## src/rtl/riscv_pkg.sv

```systemverilog
// riscv_pkg: FSM state encodings, opcode constants and hazard helpers shared by the stall controller
// Ports: none (package only)
package riscv_pkg;
  localparam logic [1:0] ST_RUN    = 2'd0;
  localparam logic [1:0] ST_STALL2 = 2'd1;
  localparam logic [1:0] ST_HOLD   = 2'd2;
  localparam logic [6:0] OP_R      = 7'b0110011;
  localparam logic [6:0] OP_I      = 7'b0010011;
  localparam logic [6:0] OP_LOAD   = 7'b0000011;
  localparam logic [6:0] OP_STORE  = 7'b0100011;
  localparam logic [6:0] OP_BRANCH = 7'b1100011;
  typedef struct packed {
    logic load_use;
    logic br_ex;
    logic br_load1;
    logic br_load2;
  } hazard_t;
  function automatic logic uses_rs2(input logic [6:0] op);
    return op == OP_R || op == OP_STORE || op == OP_BRANCH;
  endfunction
endpackage

```

## src/rtl/hazard_stall_controller_if.sv

```systemverilog
// hazard_stall_controller_if: pipeline-to-controller bundle
// Ports: master = pipeline side (drives IF/ID, ID/EX, EX/MEM fields), slave = controller (drives enables, stats, state)
interface hazard_stall_controller_if #(parameter int CNT_W = 16);
  logic [4:0]       id_rs1, id_rs2;
  logic [6:0]       id_opcode;
  logic             ex_memread, ex_regwrite;
  logic [4:0]       ex_rd;
  logic             mem_memread;
  logic [4:0]       mem_rd;
  logic             branch_taken, mem_busy;
  logic             pc_write, if_id_write, id_ex_bubble, if_id_flush, pipe_hold;
  logic [CNT_W-1:0] stall_cnt, flush_cnt;
  logic [1:0]       fsm_state;
  modport master (
    output id_rs1, id_rs2, id_opcode, ex_memread, ex_regwrite, ex_rd, mem_memread, mem_rd, branch_taken, mem_busy,
    input  pc_write, if_id_write, id_ex_bubble, if_id_flush, pipe_hold, stall_cnt, flush_cnt, fsm_state
  );
  modport slave (
    input  id_rs1, id_rs2, id_opcode, ex_memread, ex_regwrite, ex_rd, mem_memread, mem_rd, branch_taken, mem_busy,
    output pc_write, if_id_write, id_ex_bubble, if_id_flush, pipe_hold, stall_cnt, flush_cnt, fsm_state
  );
endinterface

```

## src/rtl/hazard_detect.sv

```systemverilog
// hazard_detect: combinational register-match hazard classification for the ID stage
// Ports: i_* IF/ID, ID/EX and EX/MEM fields; o_load_use, o_br_ex, o_br_load1, o_br_load2 hazard flags
module hazard_detect
  import riscv_pkg::*;
(
  input  logic [4:0] i_id_rs1,
  input  logic [4:0] i_id_rs2,
  input  logic [6:0] i_id_opcode,
  input  logic       i_ex_memread,
  input  logic       i_ex_regwrite,
  input  logic [4:0] i_ex_rd,
  input  logic       i_mem_memread,
  input  logic [4:0] i_mem_rd,
  output logic       o_load_use,
  output logic       o_br_ex,
  output logic       o_br_load1,
  output logic       o_br_load2
);
  logic w_rs2, w_is_br, w_ex_hit, w_mem_hit;
  assign w_rs2      = uses_rs2(i_id_opcode);
  assign w_is_br    = i_id_opcode == OP_BRANCH;
  assign w_ex_hit   = i_ex_rd != 5'd0 && (i_ex_rd == i_id_rs1 || (w_rs2 && i_ex_rd == i_id_rs2));
  assign w_mem_hit  = i_mem_rd != 5'd0 && (i_mem_rd == i_id_rs1 || (w_rs2 && i_mem_rd == i_id_rs2));
  assign o_load_use = i_ex_memread && w_ex_hit && !w_is_br;
  assign o_br_ex    = w_is_br && i_ex_regwrite && !i_ex_memread && w_ex_hit;
  assign o_br_load1 = w_is_br && i_mem_memread && w_mem_hit;
  assign o_br_load2 = w_is_br && i_ex_memread && w_ex_hit;
endmodule

```

## src/rtl/hazard_stall_controller.sv

```systemverilog
// hazard_stall_controller: pipeline stall/flush/hold control FSM with saturating statistics
// Ports: clk, rst_n (async active-low), bus (slave modport: hazard inputs in, enables/stats/state out)
module hazard_stall_controller
  import riscv_pkg::*;
#(
  parameter int CNT_W = 16
) (
  input logic                      clk,
  input logic                      rst_n,
  hazard_stall_controller_if.slave bus
);
  logic [1:0]       r_state, w_next;
  logic [CNT_W-1:0] r_stall_cnt, r_flush_cnt;
  hazard_t          w_haz;
  logic             w_hold, w_stall, w_flush;
  hazard_detect u_detect (
    .i_id_rs1      (bus.id_rs1),
    .i_id_rs2      (bus.id_rs2),
    .i_id_opcode   (bus.id_opcode),
    .i_ex_memread  (bus.ex_memread),
    .i_ex_regwrite (bus.ex_regwrite),
    .i_ex_rd       (bus.ex_rd),
    .i_mem_memread (bus.mem_memread),
    .i_mem_rd      (bus.mem_rd),
    .o_load_use    (w_haz.load_use),
    .o_br_ex       (w_haz.br_ex),
    .o_br_load1    (w_haz.br_load1),
    .o_br_load2    (w_haz.br_load2)
  );
  // gating with rst_n keeps the pipeline free-running while reset is held
  always_comb begin
    w_hold  = rst_n && bus.mem_busy;
    w_stall = rst_n && !bus.mem_busy && (r_state == ST_STALL2 || w_haz != '0);
    w_flush = rst_n && !bus.mem_busy && !w_stall && bus.branch_taken;
    // leaving HOLD always lands in RUN, even if a two-cycle branch hazard is present
    w_next  = (r_state == ST_RUN && !bus.mem_busy && w_haz.br_load2) ? ST_STALL2 :
              (r_state != 2'd3 && bus.mem_busy) ? ST_HOLD : ST_RUN;
  end
  assign bus.pc_write     = !(w_hold || w_stall);
  assign bus.if_id_write  = !(w_hold || w_stall);
  assign bus.id_ex_bubble = w_stall;
  assign bus.if_id_flush  = w_flush;
  assign bus.pipe_hold    = w_hold;
  assign bus.fsm_state    = r_state;
  assign bus.stall_cnt    = r_stall_cnt;
  assign bus.flush_cnt    = r_flush_cnt;
  always_ff @(posedge clk or negedge rst_n) begin
    if (!rst_n) begin
      r_state     <= ST_RUN;
      r_stall_cnt <= '0;
      r_flush_cnt <= '0;
    end else begin
      r_state <= w_next;
      if (w_stall && r_stall_cnt != '1) r_stall_cnt <= r_stall_cnt + CNT_W'(1);
      if (w_flush && r_flush_cnt != '1) r_flush_cnt <= r_flush_cnt + CNT_W'(1);
    end
  end
endmodule
```

## src/flat_wrapper.sv

```systemverilog
// flat-port wrapper written by rule: the top's interface ports become plain ports
module hazard_stall_controller_flat import riscv_pkg::*;
#(
  parameter int CNT_W = 16
)
  (clk, rst_n, bus_id_rs1, bus_id_rs2, bus_id_opcode, bus_ex_memread, bus_ex_regwrite, bus_ex_rd, bus_mem_memread, bus_mem_rd, bus_branch_taken, bus_mem_busy, bus_pc_write, bus_if_id_write, bus_id_ex_bubble, bus_if_id_flush, bus_pipe_hold, bus_stall_cnt, bus_flush_cnt, bus_fsm_state);
  hazard_stall_controller_if #(.CNT_W(CNT_W)) bus_i ();
  input logic clk;
  input logic rst_n;
  input wire logic [$bits(bus_i.id_rs1)-1:0] bus_id_rs1;
  input wire logic [$bits(bus_i.id_rs2)-1:0] bus_id_rs2;
  input wire logic [$bits(bus_i.id_opcode)-1:0] bus_id_opcode;
  input wire logic [$bits(bus_i.ex_memread)-1:0] bus_ex_memread;
  input wire logic [$bits(bus_i.ex_regwrite)-1:0] bus_ex_regwrite;
  input wire logic [$bits(bus_i.ex_rd)-1:0] bus_ex_rd;
  input wire logic [$bits(bus_i.mem_memread)-1:0] bus_mem_memread;
  input wire logic [$bits(bus_i.mem_rd)-1:0] bus_mem_rd;
  input wire logic [$bits(bus_i.branch_taken)-1:0] bus_branch_taken;
  input wire logic [$bits(bus_i.mem_busy)-1:0] bus_mem_busy;
  output wire logic [$bits(bus_i.pc_write)-1:0] bus_pc_write;
  output wire logic [$bits(bus_i.if_id_write)-1:0] bus_if_id_write;
  output wire logic [$bits(bus_i.id_ex_bubble)-1:0] bus_id_ex_bubble;
  output wire logic [$bits(bus_i.if_id_flush)-1:0] bus_if_id_flush;
  output wire logic [$bits(bus_i.pipe_hold)-1:0] bus_pipe_hold;
  output wire logic [$bits(bus_i.stall_cnt)-1:0] bus_stall_cnt;
  output wire logic [$bits(bus_i.flush_cnt)-1:0] bus_flush_cnt;
  output wire logic [$bits(bus_i.fsm_state)-1:0] bus_fsm_state;
  assign bus_i.id_rs1 = bus_id_rs1;
  assign bus_i.id_rs2 = bus_id_rs2;
  assign bus_i.id_opcode = bus_id_opcode;
  assign bus_i.ex_memread = bus_ex_memread;
  assign bus_i.ex_regwrite = bus_ex_regwrite;
  assign bus_i.ex_rd = bus_ex_rd;
  assign bus_i.mem_memread = bus_mem_memread;
  assign bus_i.mem_rd = bus_mem_rd;
  assign bus_i.branch_taken = bus_branch_taken;
  assign bus_i.mem_busy = bus_mem_busy;
  assign bus_pc_write = bus_i.pc_write;
  assign bus_if_id_write = bus_i.if_id_write;
  assign bus_id_ex_bubble = bus_i.id_ex_bubble;
  assign bus_if_id_flush = bus_i.if_id_flush;
  assign bus_pipe_hold = bus_i.pipe_hold;
  assign bus_stall_cnt = bus_i.stall_cnt;
  assign bus_flush_cnt = bus_i.flush_cnt;
  assign bus_fsm_state = bus_i.fsm_state;
  hazard_stall_controller #(.CNT_W(CNT_W)) u_core (.clk(clk), .rst_n(rst_n), .bus(bus_i));
endmodule
```

## config.mk

```make
export PLATFORM = sky130hd
export DESIGN_NAME = hazard_stall_controller_flat
export DESIGN_NICKNAME = d
export VERILOG_FILES = /design/src/rtl/riscv_pkg.sv /design/src/rtl/hazard_stall_controller_if.sv /design/src/rtl/hazard_detect.sv /design/src/rtl/hazard_stall_controller.sv /design/src/flat_wrapper.sv
export SDC_FILE = /design/constraint.sdc
export NUM_CORES = 1
export LEC_CHECK = 0
export CAP_MARGIN = 20
export CELL_PAD_IN_SITES_DETAIL_PLACEMENT = 1
export CELL_PAD_IN_SITES_GLOBAL_PLACEMENT = 2
export CORE_MARGIN = 3
export CORE_UTILIZATION = 24
export CTS_CLUSTER_SIZE = 16
export DETAILED_ROUTE_END_ITERATION = 10
export PLACE_DENSITY_LB_ADDON = 0.1
export SLEW_MARGIN = 20
export SYNTH_ARGS = -nofsm -noshare
export SYNTH_HDL_FRONTEND = slang
export SYNTH_SLANG_ARGS = --single-unit
```

## constraint.sdc

```tcl
create_clock -name clk -period 2 [get_ports clk]
set_clock_uncertainty 0.15 [all_clocks]
set_input_delay 0.2 -clock clk [delete_from_list [all_inputs] [get_ports clk]]
set_output_delay 0.2 -clock clk [all_outputs]
set_load 0.1 [all_outputs]
```

==> results of run 1 <==
[stage by stage]
step / setup WS [ns] / utilization (%) / TNS [ns]
detailed placement: -0.793 / 42.4 / -24.08
CTS: -0.200 / 45.4 / -1.54
floorplan: -0.165 / - / -1.18
global placement: -0.724 / 42.4 / -22.66
finish: -0.167 / 46.8 / -0.614
global route: -0.212 / 46.8 / -2.24
[area by class of cell]
class | instances | area [sq um] | share of cell area, %
Multi-Input combinational cell | 158 | 1390 | 37.5
Timing Repair Buffer | 131 | 1150 | 31.0
Sequential cell | 34 | 930 | 25.2
Tap cell | 102 | 128 | 3.46
Clock buffer | 6 | 82.6 | 2.24
Clock inverter | 2 | 12.5 | 0.339
Inverter | 2 | 7.51 | 0.203
[logic make-up after synthesis]
group,after synthesis
simple gates,97
xor+xnor,50
flops,34
compound gates,7
buf+inv,7
mux,2
fa+ha+maj,2
[metal layers]
layer | share of wire, % | wire (microns) | GRT usage [%] | vias to the layer above
met5 | 0 | 0 | 0 | -
li1 | - | - | - | 968
met3 | 3.1 | 200 | 2.81 | 5
met1 | 41 | 2700 | 17.0 | 976
met2 | 55 | 3600 | 27.3 | 38
met4 | 0.76 | 50 | 3.24 | 0
[cells in the mapped netlist, types with 3 or more instances]
master	count	share of area, %
and2_1	3	0.95
nor2_1	14	2.6
nand2b_1	4	1.3
and3_1	8	2.5
nand2_1	15	2.8
nand4_1	11	3.5
dfrtp_1	34	43
xnor2_1	34	15
nor3_1	8	2.0
nand3_1	21	5.3
xor2_1	16	7.1
[timing repair]
item,4_1_cts,5_1_grt
gates cloned,0,0
hold buffers,1,2
gates resized for setup,89,32
pin swaps,26,18
buffers inserted,5,2
endpoints found under the setup margin,36,36
hold endpoints to repair,34,34
[state kept, by name (all words and copies together) (netlist names)]
name	flops
u_core.bus.stall_cnt	16
u_core.bus.flush_cnt	16
u_core.bus.fsm_state	2
[worst max path at each step]
stage / startpoint / end / slack (ns) / depth (start not counted)
floorplan: bus_ex_rd[2] / bus_id_ex_bubble / -0.17 / 7
global placement: bus_ex_rd[4] / u_core.bus.stall_cnt[3] / -0.72 / 8
detailed placement: bus_ex_rd[3] / u_core.bus.stall_cnt[12] / -0.79 / 9
CTS: bus_id_opcode[2] / bus_if_id_flush / -0.20 / 8
global route: bus_ex_rd[1] / bus_if_id_flush / -0.21 / 8
finish: bus_mem_rd[2] / bus_if_id_flush / -0.17 / 6
[power by group]
group / leakage (nW) / switching (mW) / internal, mW
Sequential: 0.405 / 0.0717 / 0.763
Clock: 0.0472 / 0.278 / 0.277
Combinational: 1.22 / 0.638 / 0.330
[tightest hold or removal path: cells and delay by family]
kind                   cells  cell delay [ns]
AND/OR/NAND/NOR            2             0.16
buffers and inverters      1             0.22
==> summary.txt, run 1 <==
Synth
  • Post-synth cell types: 34
  • YS warnings: 0
  • Post-synth ARST share: 100%
  • Register bit count reported by yosys: 34
  • Register area share after synthesis: 42.9%
  • Post-synthesis xor/xnor area fraction: 22.1%
  • Top FF cell, synth: dfrtp_1
  • Adder-Cell Fraction of Synth Area: 1.26%
  • Post-synthesis mux area share: 1.13%
  • Complex-gate fraction of the synthesized area: 3.53%
  • Main combinational cell family by area after synthesis: simple AND/OR/NAND/NOR gates
  • Syn_nets: 235
  • Mean Syn Cell Area: 9.97 sq um
  • Mapped Cells: 199
  • Post-synthesis simple-gate area fraction: ~27%
  • Synthesized area: approximately 2000 sq um
  • Number of synthesized flops with an enable pin: 0

Die
  • Chip width: 96.9 microns
  • Die ar.: 9400 sq um
  • Core footprint: just under 8000 sq um
  • Initial core utilization: 25.2%
  • # rows: 32
  • Die height: 96.9 microns
  • Top-level port count: 73

Setup path
  • CP top delay family: simple AND/OR/NAND/NOR gates
  • R2R setup slack: around 0.020 ns
  • WP data required: ~1.7 ns
  • Cell depth of the worst flop-to-flop path: 8
  • WP data arrival: 1.82 ns
  • Crit path kind: primary input to primary output
  • Crit end category: primary output
  • Worst path cell trace: dlygate4sd2_1, or4_4, o2111ai_2, o311a_4, and3_4, buf_12
  • Slowest CP cell: or4_4
  • CP Buf/Inv Count: 2
  • Startpoint Class: primary input
  • Slowest stage delay, CP: 0.48 ns
  • CP Max Fanout: 7
  • FF-to-FF Start: u_core.bus.stall_cnt[10]
  • Reg-to-reg endpoint: u_core.bus.stall_cnt[10]

Clocking
  • CTS tree: yes
  • CTS buffer count: 5
  • H-tree levels: 2
  • Clk sinks: 34
  • Clock latency at the later pin of the worst-skew pair: 0.29 ns
  • Bufs on Longest Clock Path: 2
  • Root buf cell: clkbuf_8
  • Clock Pin Slew Worst Setup and Hold Paths: 0.07 ns

Global route
  • Gr ovfl total: 0
  • Antenna violations before repair: 0
  • Largest net degree at the start of global routing: 21
  • First-pass GRT wire length: 11.2 mm
  • GRT Total Usage: around 15%
  • Vias in the first global route: around 2200

Placement
  • Placed cells: 419
  • Area after DPL: 3340 sq um
  • Placer Congestion: 0.778
  • DP Wirelength: 5.05 mm
  • Port buffer count: 72

Status
  • Outcome: finished with violations
  • Failing checks: negative setup slack

Finish
  • Final non-filler cell total: 435
  • Most frequent cells in the layout: buf_4 (87), xnor2_1 (30), nand3_1 (20), dfrtp_2 (18), xor2_1 (16)
  • Most common cell after layout, fill and taps aside: buf_4
  • Fin nets: 368
  • Share of cells above drive strength 1: 58.3%
  • Fin area: 3690 sq um
  • Ant. Diodes: 0
  • # fillers: about 890
  • Area growth syn-to-layout: 86.1%

STA
  • Setup violations, final: 9
  • RSZ-0062 raised after global routing: true
  • Worst slew pin tran: 0.860 ns
  • Final period util: 108%
  • Final Hold Fails: 0
  • Final WS setup: -0.167 ns
  • Crit path time final: 2.17 ns
  • Slew Limit Headroom: 42.5%
  • Fmax: ~460 MHz
  • Max-slew violations: 0
  • Hold_ws: 0.187 ns

Pwr
  • Pwr Total: 2.36 mW
  • Worst VDD drop: 1170 uV
  • Leakage power: 1.68 nW
  • PD cells: between 600 and 700 nW/um^2

Routing
  • Initial DRC count: 36
  • Initial DRT Pass Iterations: 3
  • Post-route DRC violation count: 0
  • Routed len/inst: 15.1 microns
  • DRT Wirelength: ~6.6 mm
  • Post-DRT Antenna Nets: 0
  • Via Count: 1987
  • Vias/cell: 4.57

Min path
  • Hold Path Stages: 3
  • Hold Path Class: primary input to flip-flop
  • Worst Hold End: u_core.bus.fsm_state[0]
  • Worst hold start: bus_ex_rd[0]

Flow run
  • Maxcap violations: 0
Note: power is estimated with default switching activity, not from simulation.
==> inputs of run 2 (changes only) <==
--- a/constraint.sdc
+++ b/constraint.sdc
@@ -4,2 +4,2 @@
 set_output_delay 0.2 -clock clk [all_outputs]
-set_load 0.1 [all_outputs]
+set_load 0.02 [all_outputs]
==> run 2 against run 1 <==
The run still ends with negative setup slack left. Register-to-register slack better by 0.12 ns. Final cell count decreased by 0.46%. Sequential share of layout area fell by 1.0 points. Clock power rose by 14%. First-iteration DRC count decreased by 56%. Routed wire length rose by 0.73%. Combinational power down 36%. Global-route usage about the same. Maximum frequency is 4.7% higher. Critical path type unchanged. Largest cell class unchanged. Largest power group is now sequential cells.
==> summary.txt, run 2 (synthesized netlist as in run 1, its figures left out) <==
Status
  • Outcome: finished with violations
  • Failing checks: negative setup slack

STA
  • RSZ-0062 raised after global routing: true
  • Crit path time final: ~2.1 ns
  • Fmax: 483 MHz
  • Fin Setup TNS: -0.334 ns
  • Final period util: 103%
  • Slew Limit Headroom: ~65%
  • Max-slew violations: 0
  • Final WS setup: -0.0693 ns
  • Worst slew pin tran: 0.529 ns
  • Setup violations, final: 8
  • Final Hold Fails: 0

Routing
  • Via Count: 1971
  • Post-DRT Antenna Nets: 0
  • Vias/cell: 4.55
  • Initial DRC count: 16
  • Routed len/inst: 15.3 microns
  • Initial DRT Pass Iterations: 3
  • Post-route DRC violation count: 0
  • DRT Wirelength: 6.61 mm

Clocking
  • CTS tree: yes
  • Clock Pin Slew Worst Setup and Hold Paths: 0.07 ns
  • Clk sinks: 34
  • Root buf cell: clkbuf_8
  • H-tree levels: 2
  • Bufs on Longest Clock Path: 2
  • CTS buffer count: 5
  • Clock latency at the later pin of the worst-skew pair: 0.28 ns

Finish
  • Register area: 851 sq um
  • Most frequent cells in the layout: buf_4 (52), clkdlybuf4s50_1 (40), dfrtp_1 (34), xnor2_1 (30), nand3_1 (20)
  • Ant. Diodes: 0
  • Share of cells above drive strength 1: 34.1%
  • Final non-filler cell total: 433
  • Area growth syn-to-layout: 77.4%
  • Fin nets: between 300 and 400
  • # fillers: between 800 and 900
  • Multi-input combinational cell area: 1270 sq um
  • Most common cell after layout, fill and taps aside: buf_4

Global route
  • Grt met2 use: 24.6%
  • GR peak layer: met2
  • Grt met1 use: 19.0%
  • Antenna violations before repair: 0
  • Gr ovfl total: 0
  • GRT Total Usage: 14.6%
  • Largest net degree at the start of global routing: 24
  • Vias in the first global route: 2219
  • First-pass GRT wire length: 11.2 mm
  • GR met3 Demand/Resource: 3.17%

Placement
  • Placed cells: 416
  • Pre-CTS setup slack: -0.848 ns
  • DP Wirelength: 4.95 mm
  • Port buffer count: 72
  • Placer Congestion: 0.807

Setup path
  • Crit path kind: primary input to primary output
  • Crit end category: primary output
  • CP Max Fanout: 5
  • FF-to-FF Start: u_core.bus.stall_cnt[4]
  • Reg-to-reg endpoint: u_core.bus.stall_cnt[2]
  • Startpoint Class: primary input
  • WP data required: between 1.5 and 2 ns
  • R2R setup slack: 0.14 ns
  • Cell depth of the worst flop-to-flop path: 8
  • WP data arrival: 1.72 ns

Min path
  • Hold Path Class: flip-flop to flip-flop
  • Hold Path Stages: 1
  • Worst Hold End: u_core.bus.stall_cnt[15]
  • Worst hold start: u_core.bus.stall_cnt[15]

Pwr
  • Worst VDD drop: 410 uV
  • PD cells: 577 nW/um^2
  • Leakage power: 1.60 nW

Flow run
  • Maxcap violations: 0

Die
  • Initial core utilization: about a quarter
  • Top-level port count: 73
  • Chip width: 96.9 microns
  • Die ar.: 9400 sq um
  • Core footprint: 7890 sq um
  • # rows: 32
  • Die height: 96.9 microns
[run 2: cell count changes in the layout (fill, tap and decap cells not counted), moves of 3 or more]
cell / previous run / this run
dfrtp_2: 18 / 0
nor2_1: 5 / 10
nor3_4: 5 / 2
buf_6: 8 / 14
buf_4: 87 / 52
buf_12: 7 / 0
dfrtp_4: 15 / 0
clkdlybuf4s50_1: 5 / 40
dfrtp_1: 1 / 34
nor2_4: 8 / 1
[run 2: area by class of cell]
type,instances,share of cell area [%]
flip-flops and latches,34,24.2
multi-input cells,158,36.2
well taps,102,3.62
repair buffers,129,32.8
clock inverters,1,0.853
clock buffers,7,2.17
inverters,2,0.213
[run 2: worst max path at each step]
stage,from,to,slack [ns],cells past startpoint
after floorplan,bus_id_opcode[3],bus_pc_write,-0.04,9
after global placement,bus_id_rs2[4],bus_id_ex_bubble,-0.80,8
after detailed placement,bus_id_opcode[3],bus_id_ex_bubble,-0.85,8
after CTS,bus_id_rs2[2],bus_if_id_flush,-0.14,8
after global routing,bus_id_opcode[3],bus_if_id_write,-0.17,10
final,bus_id_opcode[3],bus_if_id_flush,-0.07,9
[run 2: power by group]
part	internal, mW	switching, mW
Combinational	0.335	0.287
Sequential	0.741	0.0380
Clock	0.373	0.258
Total	1.45	0.583
[run 2: timing repair]
item,in CTS,in global routing
setup buffers,7,3
gates cloned,0,0
endpoints found under the hold margin,11,0
pin swaps,18,9
setup endpoints to repair,36,28
hold buffers,2,0
gates resized for setup,115,18
[run 2: routing by layer]
metal / wire length [microns] / vias to the layer above
met5: 0 / -
li1: - / 963
met4: 58 / 0
met2: 3380 / 41
met3: 212 / 4
met1: 2960 / 963
[run 2: stage by stage]
step           hold slack, ns  utilization (%)  power (mW)  area (sq um)
2_1_floorplan          -0.246                -        1.03          2010
3_3_place_gp           0.0163             40.3        1.39          3180
3_5_place_dp           0.0116             40.3        1.40          3180
4_1_cts                 0.359             43.9        2.06          3460
5_1_grt                 0.378             44.6        2.16          3520
6_report                0.348             44.6        2.03          3520
[run 2: worst max-delay path, stage by stage]
cell and delay (ns):
buf_6 0.09, nor2_4 0.09, nand4_1 0.13, buf_4 0.17, nor3b_4 0.22, a21oi_2 0.09
o311a_4 0.42, and3_4 0.19, buf_6 0.12
